--- src/rtl/lcd_pkg.sv ---
// Opcodes, issue-FSM states and helpers shared between the command sequencer
// and the LCD image controller.
package lcd_pkg;

  localparam logic [3:0] OP_WR  = 4'h0;
  localparam logic [3:0] OP_SU  = 4'h1;
  localparam logic [3:0] OP_SD  = 4'h2;
  localparam logic [3:0] OP_SL  = 4'h3;
  localparam logic [3:0] OP_SR  = 4'h4;
  localparam logic [3:0] OP_MAX = 4'h5;
  localparam logic [3:0] OP_MIN = 4'h6;
  localparam logic [3:0] OP_AVG = 4'h7;
  localparam logic [3:0] OP_CCR = 4'h8;
  localparam logic [3:0] OP_CR  = 4'h9;
  localparam logic [3:0] OP_MX  = 4'hA;
  localparam logic [3:0] OP_MY  = 4'hB;

  typedef enum logic [2:0] {
    ST_IDLE,
    ST_ISSUE,
    ST_GUARD,
    ST_DRAIN,
    ST_FINISH
  } seq_state_t;

  function automatic logic is_legal_op(input logic [3:0] op);
    return op <= OP_MY;
  endfunction

endpackage

--- src/rtl/lcd_cmd_fifo.sv ---
// Small synchronous FIFO for 4-bit opcodes; pointers carry an extra wrap bit
// so full and empty fall straight out of a pointer compare.
module lcd_cmd_fifo #(
  parameter int DEPTH = 8
) (
  input  logic       clk,
  input  logic       reset,
  input  logic       push,
  input  logic [3:0] wdata,
  input  logic       pop,
  output logic [3:0] rdata,
  output logic       full,
  output logic       empty
);

  localparam int AW = $clog2(DEPTH);

  logic [3:0]  mem [DEPTH];
  logic [AW:0] wr_ptr;
  logic [AW:0] rd_ptr;
  logic        do_push;
  logic        do_pop;

  assign do_push = push && !full;
  assign do_pop  = pop && !empty;

  assign empty = (wr_ptr == rd_ptr);
  assign full  = (wr_ptr[AW] != rd_ptr[AW]) && (wr_ptr[AW-1:0] == rd_ptr[AW-1:0]);
  assign rdata = mem[rd_ptr[AW-1:0]];

  always_ff @(posedge clk or posedge reset) begin
    if (reset) begin
      wr_ptr <= '0;
      rd_ptr <= '0;
    end else begin
      if (do_push) wr_ptr <= wr_ptr + 1'b1;
      if (do_pop)  rd_ptr <= rd_ptr + 1'b1;
    end
  end

  // NOTE: storage is deliberately not reset; the pointers alone decide which entries are valid.
  always_ff @(posedge clk) begin
    if (do_push) mem[wr_ptr[AW-1:0]] <= wdata;
  end

endmodule

--- src/rtl/lcd_cmd_sequencer.sv ---
// Host command front-end for the LCD controller: queues opcodes, drops illegal
// ones, and issues them one at a time with a guard cycle around controller busy.
module lcd_cmd_sequencer
  import lcd_pkg::*;
#(
  parameter int DEPTH = 8,
  parameter int CW    = 8
) (
  input  logic          clk,
  input  logic          reset,
  input  logic [3:0]    host_cmd,
  input  logic          host_valid,
  output logic          host_ready,
  input  logic          lcd_busy,
  input  logic          lcd_done,
  output logic [3:0]    lcd_cmd,
  output logic          lcd_cmd_valid,
  output logic          seq_done,
  output logic          err_illegal,
  output logic [CW-1:0] cmd_count
);

  seq_state_t state;
  logic       full;
  logic       empty;
  logic [3:0] head;
  logic       accept;
  logic       push;
  logic       pop;
  logic       wr_seen;
  logic       wr_issued;
  logic       head_is_wr;

  // A full FIFO refuses input even on a pop cycle: no bypass path.
  assign host_ready = !full && !wr_seen;
  assign accept     = host_valid && host_ready;
  assign push       = accept && is_legal_op(host_cmd);
  assign pop        = (state == ST_IDLE) && !lcd_busy && !empty && !wr_issued;

  lcd_cmd_fifo #(.DEPTH(DEPTH)) u_fifo (
    .clk   (clk),
    .reset (reset),
    .push  (push),
    .wdata (host_cmd),
    .pop   (pop),
    .rdata (head),
    .full  (full),
    .empty (empty)
  );

  // NOTE: all state updates use non-blocking assignments so every register sees pre-edge values.
  always_ff @(posedge clk or posedge reset) begin
    if (reset) begin
      wr_seen     <= 1'b0;
      err_illegal <= 1'b0;
    end else begin
      err_illegal <= accept && !is_legal_op(host_cmd);
      if (push && host_cmd == OP_WR) wr_seen <= 1'b1;
    end
  end

  always_ff @(posedge clk or posedge reset) begin
    if (reset) begin
      state         <= ST_IDLE;
      lcd_cmd       <= 4'h0;
      lcd_cmd_valid <= 1'b0;
      seq_done      <= 1'b0;
      cmd_count     <= '0;
      wr_issued     <= 1'b0;
      head_is_wr    <= 1'b0;
    end else begin
      case (state)
        ST_IDLE: begin
          if (pop) begin
            lcd_cmd       <= head;
            lcd_cmd_valid <= 1'b1;
            head_is_wr    <= (head == OP_WR);
            if (cmd_count != '1) cmd_count <= cmd_count + 1'b1;
            state         <= ST_ISSUE;
          end
        end
        ST_ISSUE: begin
          // The controller decodes cmd in idle without looking at valid, so park it at 0.
          lcd_cmd       <= 4'h0;
          lcd_cmd_valid <= 1'b0;
          if (head_is_wr) begin
            wr_issued <= 1'b1;
            state     <= ST_DRAIN;
          end else begin
            state     <= ST_GUARD;
          end
        end
        ST_GUARD: state <= ST_IDLE;
        ST_DRAIN: begin
          if (lcd_done) begin
            seq_done <= 1'b1;
            state    <= ST_FINISH;
          end
        end
        ST_FINISH: state <= ST_FINISH;
        default:   state <= ST_IDLE;
      endcase
    end
  end

endmodule

--- config.mk ---
export PLATFORM = sky130hd
export DESIGN_NAME = lcd_cmd_sequencer
export DESIGN_NICKNAME = d
export VERILOG_FILES = /design/src/rtl/lcd_pkg.sv /design/src/rtl/lcd_cmd_fifo.sv /design/src/rtl/lcd_cmd_sequencer.sv
export SDC_FILE = /design/constraint.sdc
export NUM_CORES = 1
export LEC_CHECK = 0
export CAP_MARGIN = 20
export CORE_UTILIZATION = 41
export DETAILED_ROUTE_END_ITERATION = 7
export SETUP_SLACK_MARGIN = 0.4
export SYNTH_ARGS = -nofsm -noshare
export SYNTH_HDL_FRONTEND = slang
export SYNTH_SLANG_ARGS = --single-unit
--- constraint.sdc ---
create_clock -name clk -period 2.7 [get_ports clk]
set_clock_uncertainty 0.15 [all_clocks]
set_input_delay 0.54 -clock clk [delete_from_list [all_inputs] [get_ports clk]]
set_output_delay 0.54 -clock clk [all_outputs]
set_load 0.01 [all_outputs]
# Word-level counts from Yosys, hierarchy flattened
# Memories as Yosys holds them, arrays and structs flattened.
# Cells that the tools add are included.
# classes
order_cmp	1
addsub	3
reduce_logical	27
eq_ne	9
n_mux	10
# op_table
op	count
3-bit case mux with 4 select lines	1
1-bit logical AND	11
2-bit AND reduction	5
4-bit by 1-bit adder with 4-bit output, second input constant	2
8-bit by 1-bit adder with 8-bit output, second input constant	1
4-bit zero test	2
8-bit inequality test, second input constant	1
4-bit case mux with 2 select lines	1
1-bit zero test	6
3-bit 2-to-1 mux	2
4-bit equality test	1
4-bit less-or-equal comparator, second input constant	1
1-bit 2-to-1 mux	4
4-bit 2-to-1 mux	1
3-bit by 1-bit equality test with 1-bit output, second input constant	1
3-bit by 2-bit equality test with 1-bit output, second input constant	1
3-bit equality test	1
3-bit equality test, second input constant	1
3-bit zero test	1
3-bit AND reduction	1
2-bit by 1-bit inequality test with 1-bit output, second input constant	1
2-bit inequality test, second input constant	1
1-bit case mux with 2 select lines	1
2-bit nonzero test	1
1-bit inequality test	1
# totals
reg_bits	29
memories	1
ramBits	32
inputBits	9
elab_cells	62
output_inout_bits	16
# memory_table
memory	words	width	read_ports	rd_ports_with_merged_regs	wr	line	rtl
u_fifo.mem	8	4	1	0	1	lcd_cmd_fifo.sv:18	logic [3:0] mem [DEPTH];

# Depth between registers and ports, before layout
# Gate-level depths: netlist of run 1.
# logic_depth
word_depth	9
ltp_mapped	7
mapped_depth_nobuf	6

# Cells and area by module
# A second synthesis of run 1 with hierarchy kept.
# unflattened
hier_cells	201
hier_area_um2	2850.2
# by_module_without_submodules
module	instances	area_each_um2	seq_area_each_um2	cells_per_inst
lcd_cmd_fifo	1	1914.3	1161.1	106
lcd_cmd_sequencer	1	935.9	525.5	95

# Least setup slack after synthesis of run 1
# No wires, ideal clock.
# synth_path
path_kind	reg-to-reg
from	reg u_fifo.rd_ptr[2]
to	mem u_fifo.mem[0][0] (enable)
stages_incl_launch_ff	6
synth_period_minus_slack_ns	2.140
required_time_ns	2.173
setup_slack_ns	0.560
arrival_time_ns	1.613
setup_ns	0.377
path_buffers	1
path_cell_list	dfrtp_1 -> buf_2 -> xor2_1 -> o41ai_2 -> nand2b_1 -> nor4_1
# synth_between
elab_chain_cells	9
# synth_rtl
element	line	rtl
start, declared	lcd_cmd_fifo.sv:20	logic [AW:0] rd_ptr;
start signal, assigned	lcd_cmd_fifo.sv:37	if (do_pop) rd_ptr <= rd_ptr + 1'b1;
3-bit equality test *	lcd_cmd_fifo.sv:28	assign full = (wr_ptr[AW] != rd_ptr[AW]) && (wr_ptr[AW-1:0] == rd_ptr[AW-1:0]);
1-bit logical AND *	lcd_cmd_fifo.sv:28	
1-bit zero test *	lcd_cmd_fifo.sv:24, lcd_cmd_sequencer.sv:35	
1-bit logical AND	lcd_cmd_sequencer.sv:35	assign host_ready = !full && !wr_seen;
1-bit logical AND	lcd_cmd_sequencer.sv:36	assign accept = host_valid && host_ready;
1-bit logical AND	lcd_cmd_sequencer.sv:37	assign push = accept && is_legal_op(host_cmd);
1-bit logical AND *	lcd_cmd_fifo.sv:24	assign do_push = push && !full;
1-bit 2-to-1 mux *	lcd_cmd_fifo.sv:43	if (do_push) mem[wr_ptr[AW-1:0]] <= wdata;
1-bit 2-to-1 mux (implied by the code) *	lcd_cmd_fifo.sv:43	
end, declared	lcd_cmd_fifo.sv:18	
# Every way passes the cells marked *; elsewhere a longest branch is shown, timed or not.

# Worst setup path after layout of run 1
# layout_path
from	reg u_fifo.rd_ptr[2]
to	out host_ready
# layout_between
elab_chain_cells	4
# layout_rtl
element	line	rtl
3-bit equality test	lcd_cmd_fifo.sv:28	
1-bit logical AND	lcd_cmd_fifo.sv:28	
1-bit zero test	lcd_cmd_sequencer.sv:35	
1-bit logical AND	lcd_cmd_sequencer.sv:35	
end, declared	lcd_cmd_sequencer.sv:13	output logic host_ready,
# No other way between the ends.

==> results of run 1 <==
placed cells by master, fill, tap and decap left out, types with 3 or more instances in the layout:
| cell type | instances |
|---|---|
| ha_1 | 3 |
| clkdlybuf4s50_1 | 23 |
| xnor2_1 | 12 |
| mux2i_1 | 3 |
| a21oi_1 | 4 |
| edfxtp_1 | 32 |
| nor2_1 | 5 |
| and3_1 | 4 |
| dfrtp_2 | 6 |
| nand2b_1 | 3 |
| nand2_1 | 17 |
| dfrtp_1 | 23 |
| xor2_4 | 3 |
| nor3_1 | 5 |
| xor2_1 | 3 |
| nand4_1 | 5 |
| nor2_2 | 3 |
| nand3_1 | 4 |
| clkbuf_8 | 10 |
| mux4_2 | 8 |
| buf_4 | 17 |
cells by family after synthesis:
logic type / count (synthesis)
adder cells (fa/ha/maj): 3
AO/OA/AOI/OAI: 14
AND/OR/NAND/NOR: 55
flip-flops: 61
XOR/XNOR: 18
multiplexers: 14
buffers and inverters: 9
what timing repair did:
| item | 4_1_cts | 5_1_grt |
|---|---|---|
| setup endpoints to repair | 1 | 12 |
| endpoints found under the hold margin | 0 | 0 |
| setup buffers | 3 | 0 |
| gates resized for setup | 12 | 5 |
cell type report:
class	instances	area, µm²
Fill cell	501	2730
Sequential cell	61	1690
Multi-Input combinational cell	104	902
Timing Repair Buffer	41	368
Clock buffer	11	141
Tap cell	75	93.8
Clock inverter	5	50.0
Inverter	2	7.51
flip-flops by register name (all words and copies together) (netlist names):
name           flops
wr_issued          1
err_illegal        1
u_fifo.mem        32
cmd_count          8
lcd_cmd_valid      1
seq_done           1
u_fifo.rd_ptr      4
wr_seen            1
u_fifo.wr_ptr      4
state              3
head_is_wr         1
lcd_cmd            4
worst paths after layout:
| path | start | to | slack, ps | cells past startpoint |
|---|---|---|---|---|
| max in group asynchronous | reset | u_fifo.wr_ptr[0] | 1690 | 3 |
| min | state[2] | state[0] | 320 | 1 |
| min in group asynchronous | reset | cmd_count[5] | 420 | 3 |
| min reg2reg | state[2] | state[0] | 320 | 1 |
| max | u_fifo.rd_ptr[2] | host_ready | 520 | 4 |
| max reg2reg | u_fifo.rd_ptr[1] | u_fifo.mem[7][3] | 560 | 5 |
where the power goes:
| part | internal (mW) | leakage [nW] | switching, mW |
|---|---|---|---|
| logic | 0.673 | 0.492 | 0.646 |
| clock network | 0.446 | 0.101 | 0.348 |
| registers | 1.20 | 0.645 | 0.204 |
| total | 2.32 | 1.24 | 1.20 |
metal layers:
layer  GRT usage  routed length (µm)  vias to the layer above
met5           0                   0                        -
met4      0.0857                  94                        0
met3      0.0517                 168                       10
met2       0.266                2420                       27
met1       0.251                2360                      796
li1            -                   -                      733
==> out/metrics.csv, run 1 <==
stage;metric;value;unit
sta;RSZ-0062 raised after global routing;true;
cts;Clock Tree Root;clkbuf_8;
synthesis;cell with the most instances after synthesis;edfxtp_1;
global_route;initial antenna violation count;0;
route;final antenna-violating net count;0;
route;vias per cell;5.24;
synthesis;Post-synth top cells;edfxtp_1, dfrtp_1, nand2_1, xnor2_1, mux4_2;
setup_path;Req. time, crit path;2010;ps
hold_path;HP Class;reg -> reg;
final_layout;final design utilization;0.544;
setup_path;CP arrival;1490;ps
synthesis;Post-synth ARST share;0.475;
sta;Worst-Margin Slew;556;ps
route;DRT Wirelength;5.04;mm
cts;CTS H-tree lvls;3;
synthesis;count of unique library cells instantiated by Yosys;37;
sta;Final min period;2180;ps
final_layout;Non-Filler Instances;299;
synthesis;cell taking the most area after synthesis;edfxtp_1;
global_route;number of global-route vias before repair;1611;
sta;final setup margin;517;ps
synthesis;Yosys Warn Count;0;
synthesis;largest family of logic cells by synthesized area;simple AND/OR/NAND/NOR gates;
placed_design;IO buf count;24;
synthesis;number of synthesized flops with an enable pin;32;
synthesis;post-synth design cell area;2560;µm²
final_layout;ANT cells;0;
pwr;total power;3.52;mW
floorplan;CORE AREA;5990;µm²
sta;TNS Setup;0;ps
setup_path;CP max FO;3;
sta;Max Clock Freq;458;MHz
job;max capacitance violation total;0;
sta;Final period util;0.809;
floorplan;Row Count;28;
synthesis;post-synthesis xor/xnor area fraction;0.0615;
route;1st-iter DRT viols;80;
setup_path;CP max-delay cell;dfrtp_2;
synthesis;Yosys top cell area share;0.375;
synthesis;Synth Flop Type;edfxtp_1;
route;wire per inst;16.9;µm
cts;clock slew at reported path FFs;70;ps
cts;CTS tree;yes;
final_layout;Nets;231;
placed_design;GP Congestion;0.752;
synthesis;syn_nets;186;
placed_design;Post-DP HPWL;3.47;mm
setup_path;crit-path max cell delay;460;ps
route;DRC viols;0;
sta;Final setup viols;0;
global_route;first-pass GRT wire length;8.38;mm
synthesis;adder-cell share of the synthesized area;0.0146;
setup_path;critical path cell sequence;xor2_4 > nor3_1 > a21oi_1 > clkdlybuf4s15_1;
synthesis;Synth area leaders;edfxtp_1, dfrtp_1, mux4_2;
synthesis;Seq/Total Area, Yosys;0.658;
pwr;VDD IR max;0.515;mV
final_layout;fin area;3260;µm²
pwr;Power Density;1080;nW/µm²
placed_design;DP Area;2970;µm²
cts;deepest clock path buffer count;2;
floorplan;die footprint;6570;µm²
synthesis;Mapped Cells;174;
sta;final-report hold violation count;0;
cts;clk sinks;61;
setup_path;CP delay by family, top;flip-flops;
global_route;gr ovfl total;0;
floorplan;Initial Utilization;0.428;
run_status;status;completed;
floorplan;I/O pins;25;
synthesis;Synth Area in Simple Gates;0.115;
synthesis;Yosys reg bits;61;
cts;TritonCTS Buffers;9;
final_layout;area delta synth->final;27.1;%
setup_path;CP endpoint kind;output pin;
pwr;Pleak;1.24;nW
setup_path;Crit Path Category;reg -> out;
global_route;total global-route track usage;0.182;
route;via count;1566;
floorplan;Die X;81.1;µm
placed_design;worst slack, placed;191;ps
synthesis;Syn Area/Cell;14.7;µm²
setup_path;crit path buf inv count;1;
floorplan;Die H;81.1;µm
sta;max-slew violations;0;
cts;cts-stage hold buffer count;0;
route;Pre-antenna DRT Iters;4;
global_route;largest net degree at the start of global routing;30;
synthesis;Synth Area in Compound Gates;0.0391;
setup_path;Startpoint Class;flip-flop;
sta;worst hold slack;318;ps
sta;slew margin rel.;0.626;
placed_design;placed insts;280;
synthesis;multiplexer share of the synthesized area;0.0952;
cts;Clock Latency Late Sink;330;ps
final_layout;layout cells sized above 1;0.268;
Power figures use the tool's default switching activity.
==> run 2: changes to the inputs <==
==> constraint.sdc (replaced) <==
create_clock -name clk -period 2.2 [get_ports clk]
set_clock_uncertainty 0.15 [all_clocks]
set_input_delay 0.44 -clock clk [delete_from_list [all_inputs] [get_ports clk]]
set_output_delay 0.44 -clock clk [all_outputs]
set_load 0.01 [all_outputs]
==> out/metrics.csv, run 2 (same netlist as run 1, synthesis figures left out) <==
stage;metric;value;unit
run_status;status;completed;
global_route;gr ovfl total;0;
floorplan;Row Count;28;
placed_design;GP Congestion;0.767;
setup_path;reg-to-reg slack, setup;200;ps
setup_path;Worst Setup SP;state[0];
global_route;number of global-route vias before repair;1670;
route;DRC viols;0;
global_route;largest net degree at the start of global routing;30;
route;1st-iter DRT viols;123;
setup_path;CP delay by family, top;simple AND/OR/NAND/NOR gates;
setup_path;crit path buf inv count;1;
setup_path;worst r2r src;state[0];
route;final antenna-violating net count;0;
cts;Clock Tree Root;clkbuf_8;
sta;Final setup viols;0;
sta;Worst-Margin Slew;368;ps
sta;Max Clock Freq;501;MHz
setup_path;Startpoint Class;flip-flop;
sta;max-slew violations;0;
setup_path;worst r2r dst;cmd_count[1];
final_layout;most common cell after layout, fill and taps aside;edfxtp_1;
route;wire per inst;16.2;µm
cts;clock slew at reported path FFs;70;ps
final_layout;ANT cells;0;
route;via count;1607;
final_layout;Nets;251;
cts;CTS tree;yes;
pwr;Pleak;1.46;nW
cts;clk sinks;61;
setup_path;Crit Path Category;reg -> reg;
route;Pre-antenna DRT Iters;4;
sta;final-report hold violation count;0;
sta;RSZ-0062 raised after global routing;true;
sta;Final period util;0.908;
floorplan;I/O pins;25;
final_layout;area delta synth->final;38.3;%
setup_path;CP arrival;2060;ps
final_layout;commonest cells after routing, fill and taps aside;edfxtp_1, buf_4, dfrtp_1;
floorplan;CORE AREA;5990;µm²
cts;Clock Latency Late Sink;330;ps
placed_design;Post-DP HPWL;3.55;mm
pwr;total power;4.84;mW
setup_path;CP max-delay cell;or4_4;
route;vias per cell;5.04;
cts;CTS H-tree lvls;3;
cts;TritonCTS Buffers;9;
placed_design;IO buf count;24;
cts;deepest clock path buffer count;2;
floorplan;Die X;81.1;µm
job;max capacitance violation total;0;
sta;worst hold slack;308;ps
floorplan;die footprint;6570;µm²
setup_path;Crit path depth;5;
sta;slew margin rel.;0.755;
pwr;Power Density;1360;nW/µm²
global_route;total global-route track usage;0.181;
setup_path;crit-path max cell delay;530;ps
setup_path;critical path cell sequence;or2_1 > or4_4 > nor3_4 > buf_6 > mux2_4;
setup_path;worst setup path endpoint;cmd_count[1];
cts;cts-stage hold buffer count;0;
global_route;first-pass GRT wire length;8.33;mm
setup_path;worst reg2reg path depth;5;
setup_path;CP max FO;8;
pwr;VDD IR max;0.732;mV
route;DRT Wirelength;5.16;mm
floorplan;Die H;81.1;µm
hold_path;HP Class;reg -> reg;
global_route;initial antenna violation count;0;
final_layout;layout cells sized above 1;0.385;
final_layout;max reg flops;32;
sta;Final min period;2000;ps
floorplan;Initial Utilization;0.428;
setup_path;CP endpoint kind;flip-flop;
setup_path;Req. time, crit path;2260;ps
run 2: changes by cell type in the layout (fill, tap and decap cells not counted), sizes merged:
cell and change:
dlymetal6s2s +1, clkinv -1, inv -1, clkbuf +3, clkdlybuf4s15 -1, clkdlybuf4s50 -15
dlygate4sd2 +14, bufinv -1, buf +21
run 2: worst register-to-register path, stage by stage, from the launching register on:
cell and delay, ps:
dfrtp_1 380, or2_1 250, or4_4 530, nor3_4 130, buf_6 150, mux2_4 300
run 2: repair_timing:
item	in CTS	in global routing
resized for setup	38	4
endpoints found under the setup margin	67	57
hold endpoints to repair	0	0
cloned	1	0
buffers inserted	15	1
pin swaps	16	11
run 2: final cells by class:
type | count | area, µm²
sequential | 61 | 1690
fill | 449 | 2450
clock inverter | 2 | 10.0
timing repair buffer | 61 | 553
tap | 75 | 93.8
inverter | 2 | 7.51
clock buffer | 14 | 205
multi-input combinational | 104 | 986
run 2: stage by stage:
stage | utilization | area (µm²) | setup slack, ps | cells | TNS (ps)
after detailed placement | 0.518 | 3100 | -68.4 | 286 | -336
after global placement | 0.518 | 3100 | -42.9 | 286 | -57.7
after floorplan | - | 2670 | 290 | 174 | 0
after CTS | 0.588 | 3520 | 202 | 318 | 0
final | 0.591 | 3540 | 202 | 319 | 0
after global routing | 0.591 | 3540 | 147 | 319 | 0
run 2: per-layer routing:
metal	track usage	vias to the layer above	share of wire
met5	0	-	0
met4	0.0750	0	0.011
met3	0.0506	5	0.037
met2	0.277	27	0.49
met1	0.242	804	0.46
li1	-	771	-
run 2: worst min-delay path by stage:
| stage | to | slack (ps) | start | cells after the start |
|---|---|---|---|---|
| after floorplan | state[0] | 270 | state[2] | 1 |
| after global placement | state[0] | 290 | state[2] | 1 |
| after detailed placement | state[0] | 300 | state[2] | 1 |
| after CTS | state[0] | 310 | state[2] | 1 |
| after global routing | state[0] | 340 | state[2] | 1 |
| final | state[0] | 310 | state[2] | 1 |
run 2: power by group:
| part | switching [mW] | internal, mW | total, mW |
|---|---|---|---|
| registers | 0.199 | 1.47 | 1.67 |
| clock network | 0.415 | 0.605 | 1.02 |
| logic | 1.01 | 1.13 | 2.15 |
==> run 3: changes to the inputs <==
--- a/config.mk
+++ b/config.mk
@@ -6,8 +6,9 @@
 export NUM_CORES = 1
 export LEC_CHECK = 0
 export CAP_MARGIN = 20
-export CORE_UTILIZATION = 41
+export CORE_UTILIZATION = 56
 export DETAILED_ROUTE_END_ITERATION = 7
+export PLACE_DENSITY = 0.78
 export SETUP_SLACK_MARGIN = 0.4
 export SYNTH_ARGS = -nofsm -noshare
 export SYNTH_HDL_FRONTEND = slang
==> out/metrics.csv, run 3 (same netlist as run 1, synthesis figures left out) <==
stage;metric;value;unit
run_status;status;completed;
pwr;share of total power in combinational logic;0.438;
setup_path;worst setup path endpoint;u_fifo.mem[2][1];
route;DRT Wirelength;5.63;mm
pwr;total power;4.87;mW
sta;Final period util;0.955;
route;vias per cell;5.57;
floorplan;CORE AREA;4380;µm²
setup_path;CP arrival;1960;ps
sta;Final min period;2100;ps
cts;CTS tree;yes;
setup_path;Worst Setup SP;u_fifo.wr_ptr[0];
setup_path;CP max FO;4;
final_layout;most common cell after layout, fill and taps aside;edfxtp_1;
sta;RSZ-0062 raised after global routing;true;
sta;max-slew violations;0;
setup_path;reg-to-reg slack, setup;100;ps
setup_path;crit-path max cell delay;440;ps
route;1st-iter DRT viols;148;
global_route;gr ovfl total;0;
pwr;switch share;0.350;
cts;clk sinks;61;
cts;clock slew at reported path FFs;70;ps
cts;CTS H-tree lvls;3;
floorplan;I/O pins;25;
global_route;number of global-route vias before repair;1694;
setup_path;worst r2r dst;u_fifo.mem[2][1];
pwr;VDD IR max;0.987;mV
setup_path;CP endpoint kind;flip-flop;
global_route;initial antenna violation count;0;
final_layout;area delta synth->final;36.3;%
final_layout;ANT cells;0;
cts;Clock Latency Late Sink;320;ps
setup_path;worst r2r src;u_fifo.wr_ptr[0];
pwr;part of the power in registers;0.349;
pwr;Pleak;1.46;nW
sta;final-report hold violation count;0;
setup_path;Crit Path Category;reg -> reg;
route;via count;1620;
hold_path;HP Class;reg -> reg;
cts;TritonCTS Buffers;9;
setup_path;Startpoint Class;flip-flop;
placed_design;worst slack, placed;-75.5;ps
setup_path;worst reg2reg path depth;7;
pwr;Sw Pwr;1.71;mW
cts;Clock Tree Root;clkbuf_8;
job;max capacitance violation total;0;
final_layout;final design utilization;0.797;
setup_path;critical path cell sequence;xor2_2 > buf_4 > o41ai_4 > buf_4 > a21oi_4 > nand2_4 > nor3_4;
sta;final setup margin;98.0;ps
final_layout;Non-Filler Instances;291;
floorplan;Initial Utilization;0.584;
setup_path;Req. time, crit path;2060;ps
pwr;total internal power;3.16;mW
route;Pre-antenna DRT Iters;4;
sta;slew margin rel.;0.719;
route;DRC viols;0;
sta;Worst-Margin Slew;418;ps
floorplan;Die H;69.6;µm
final_layout;commonest cells after routing, fill and taps aside;edfxtp_1, dfrtp_1, buf_4;
sta;Final setup viols;0;
placed_design;placed insts;260;
global_route;largest net degree at the start of global routing;30;
placed_design;IO buf count;24;
route;wire per inst;19.3;µm
pwr;clock network power share;0.213;
pwr;Power Density;1390;nW/µm²
cts;cts-stage hold buffer count;0;
setup_path;CP max-delay cell;dfrtp_1;
sta;worst hold slack;312;ps
final_layout;Nets;246;
global_route;total global-route track usage;0.249;
final_layout;max reg flops;32;
cts;deepest clock path buffer count;2;
floorplan;die footprint;4850;µm²
sta;Max Clock Freq;476;MHz
placed_design;Post-DP HPWL;3.58;mm
setup_path;most numerous cell on the critical path;buf_4;
route;final antenna-violating net count;0;
global_route;first-pass GRT wire length;8.84;mm
placed_design;GP Congestion;0.769;
floorplan;Die X;69.6;µm
floorplan;Row Count;24;
final_layout;layout cells sized above 1;0.360;
## run 3: cell types whose count changed in the layout (fill, tap and decap cells not counted), sizes merged
| cell | change |
|---|---|
| buf | -5 |
| clkbuf | -4 |
| bufinv | +2 |
| clkinv | +2 |
## run 3: area by class of cell
cell class | count | area (µm²)
clock buffer | 10 | 128
clock inverter | 6 | 77.6
fill | 265 | 891
inverter | 2 | 7.51
multi-input combinational | 104 | 1020
sequential | 61 | 1690
tap | 52 | 65.1
timing repair buffer | 56 | 507
## run 3: worst min-delay path by stage
stage / from / to / slack [ps] / cells past startpoint
6_report: state[2] / state[0] / 310 / 1
5_1_grt: state[2] / state[0] / 330 / 1
4_1_cts: state[2] / state[0] / 310 / 1
3_5_place_dp: state[2] / state[0] / 300 / 1
3_3_place_gp: wr_issued / wr_issued / 290 / 1
2_1_floorplan: state[2] / state[0] / 270 / 1
## run 3: routing by layer
layer | GRT usage | part of all wire | vias to the layer above
li1 | - | - | 764
met1 | 0.322 | 0.40 | 802
met2 | 0.408 | 0.55 | 48
met3 | 0.0814 | 0.047 | 6
met4 | 0.0711 | 0.0071 | 0
met5 | 0 | 0 | -
## run 3: worst max-delay path: cells and delay by family, from the launching register on
kind / cells / cell delay, ps
AOI/OAI and AO/OA: 2 / 240
xor gates and xnor gates: 1 / 270
buffers and inverters: 2 / 360
DFF: 1 / 440
and+or+nand+nor: 2 / 330
## run 3: timing repair
item / in CTS / in global routing
pin swaps: 13 / 12
endpoints found under the setup margin: 70 / 59
hold endpoints to repair: 0 / 0
setup buffers: 11 / 4
resized for setup: 31 / 15
## run 3: metrics by stage
| stage | setup TNS [ps] | cell area (µm²) |
|---|---|---|
| after global placement | -67.6 | 3050 |
| after CTS | 0 | 3400 |
| after global routing | 0 | 3490 |
| after floorplan | 0 | 2670 |
| after detailed placement | -545 | 3050 |
| final | 0 | 3490 |
## run 3: power by group through the flow
stage                     clock [mW]  sequential (mW)  combinational [mW]
after floorplan                    0             1.69                1.15
after global placement             0             1.69                1.63
after detailed placement           0             1.71                1.71
after CTS                       1.04             1.69                1.97
after global routing            1.11             1.73                2.30
final                           1.04             1.70                2.13
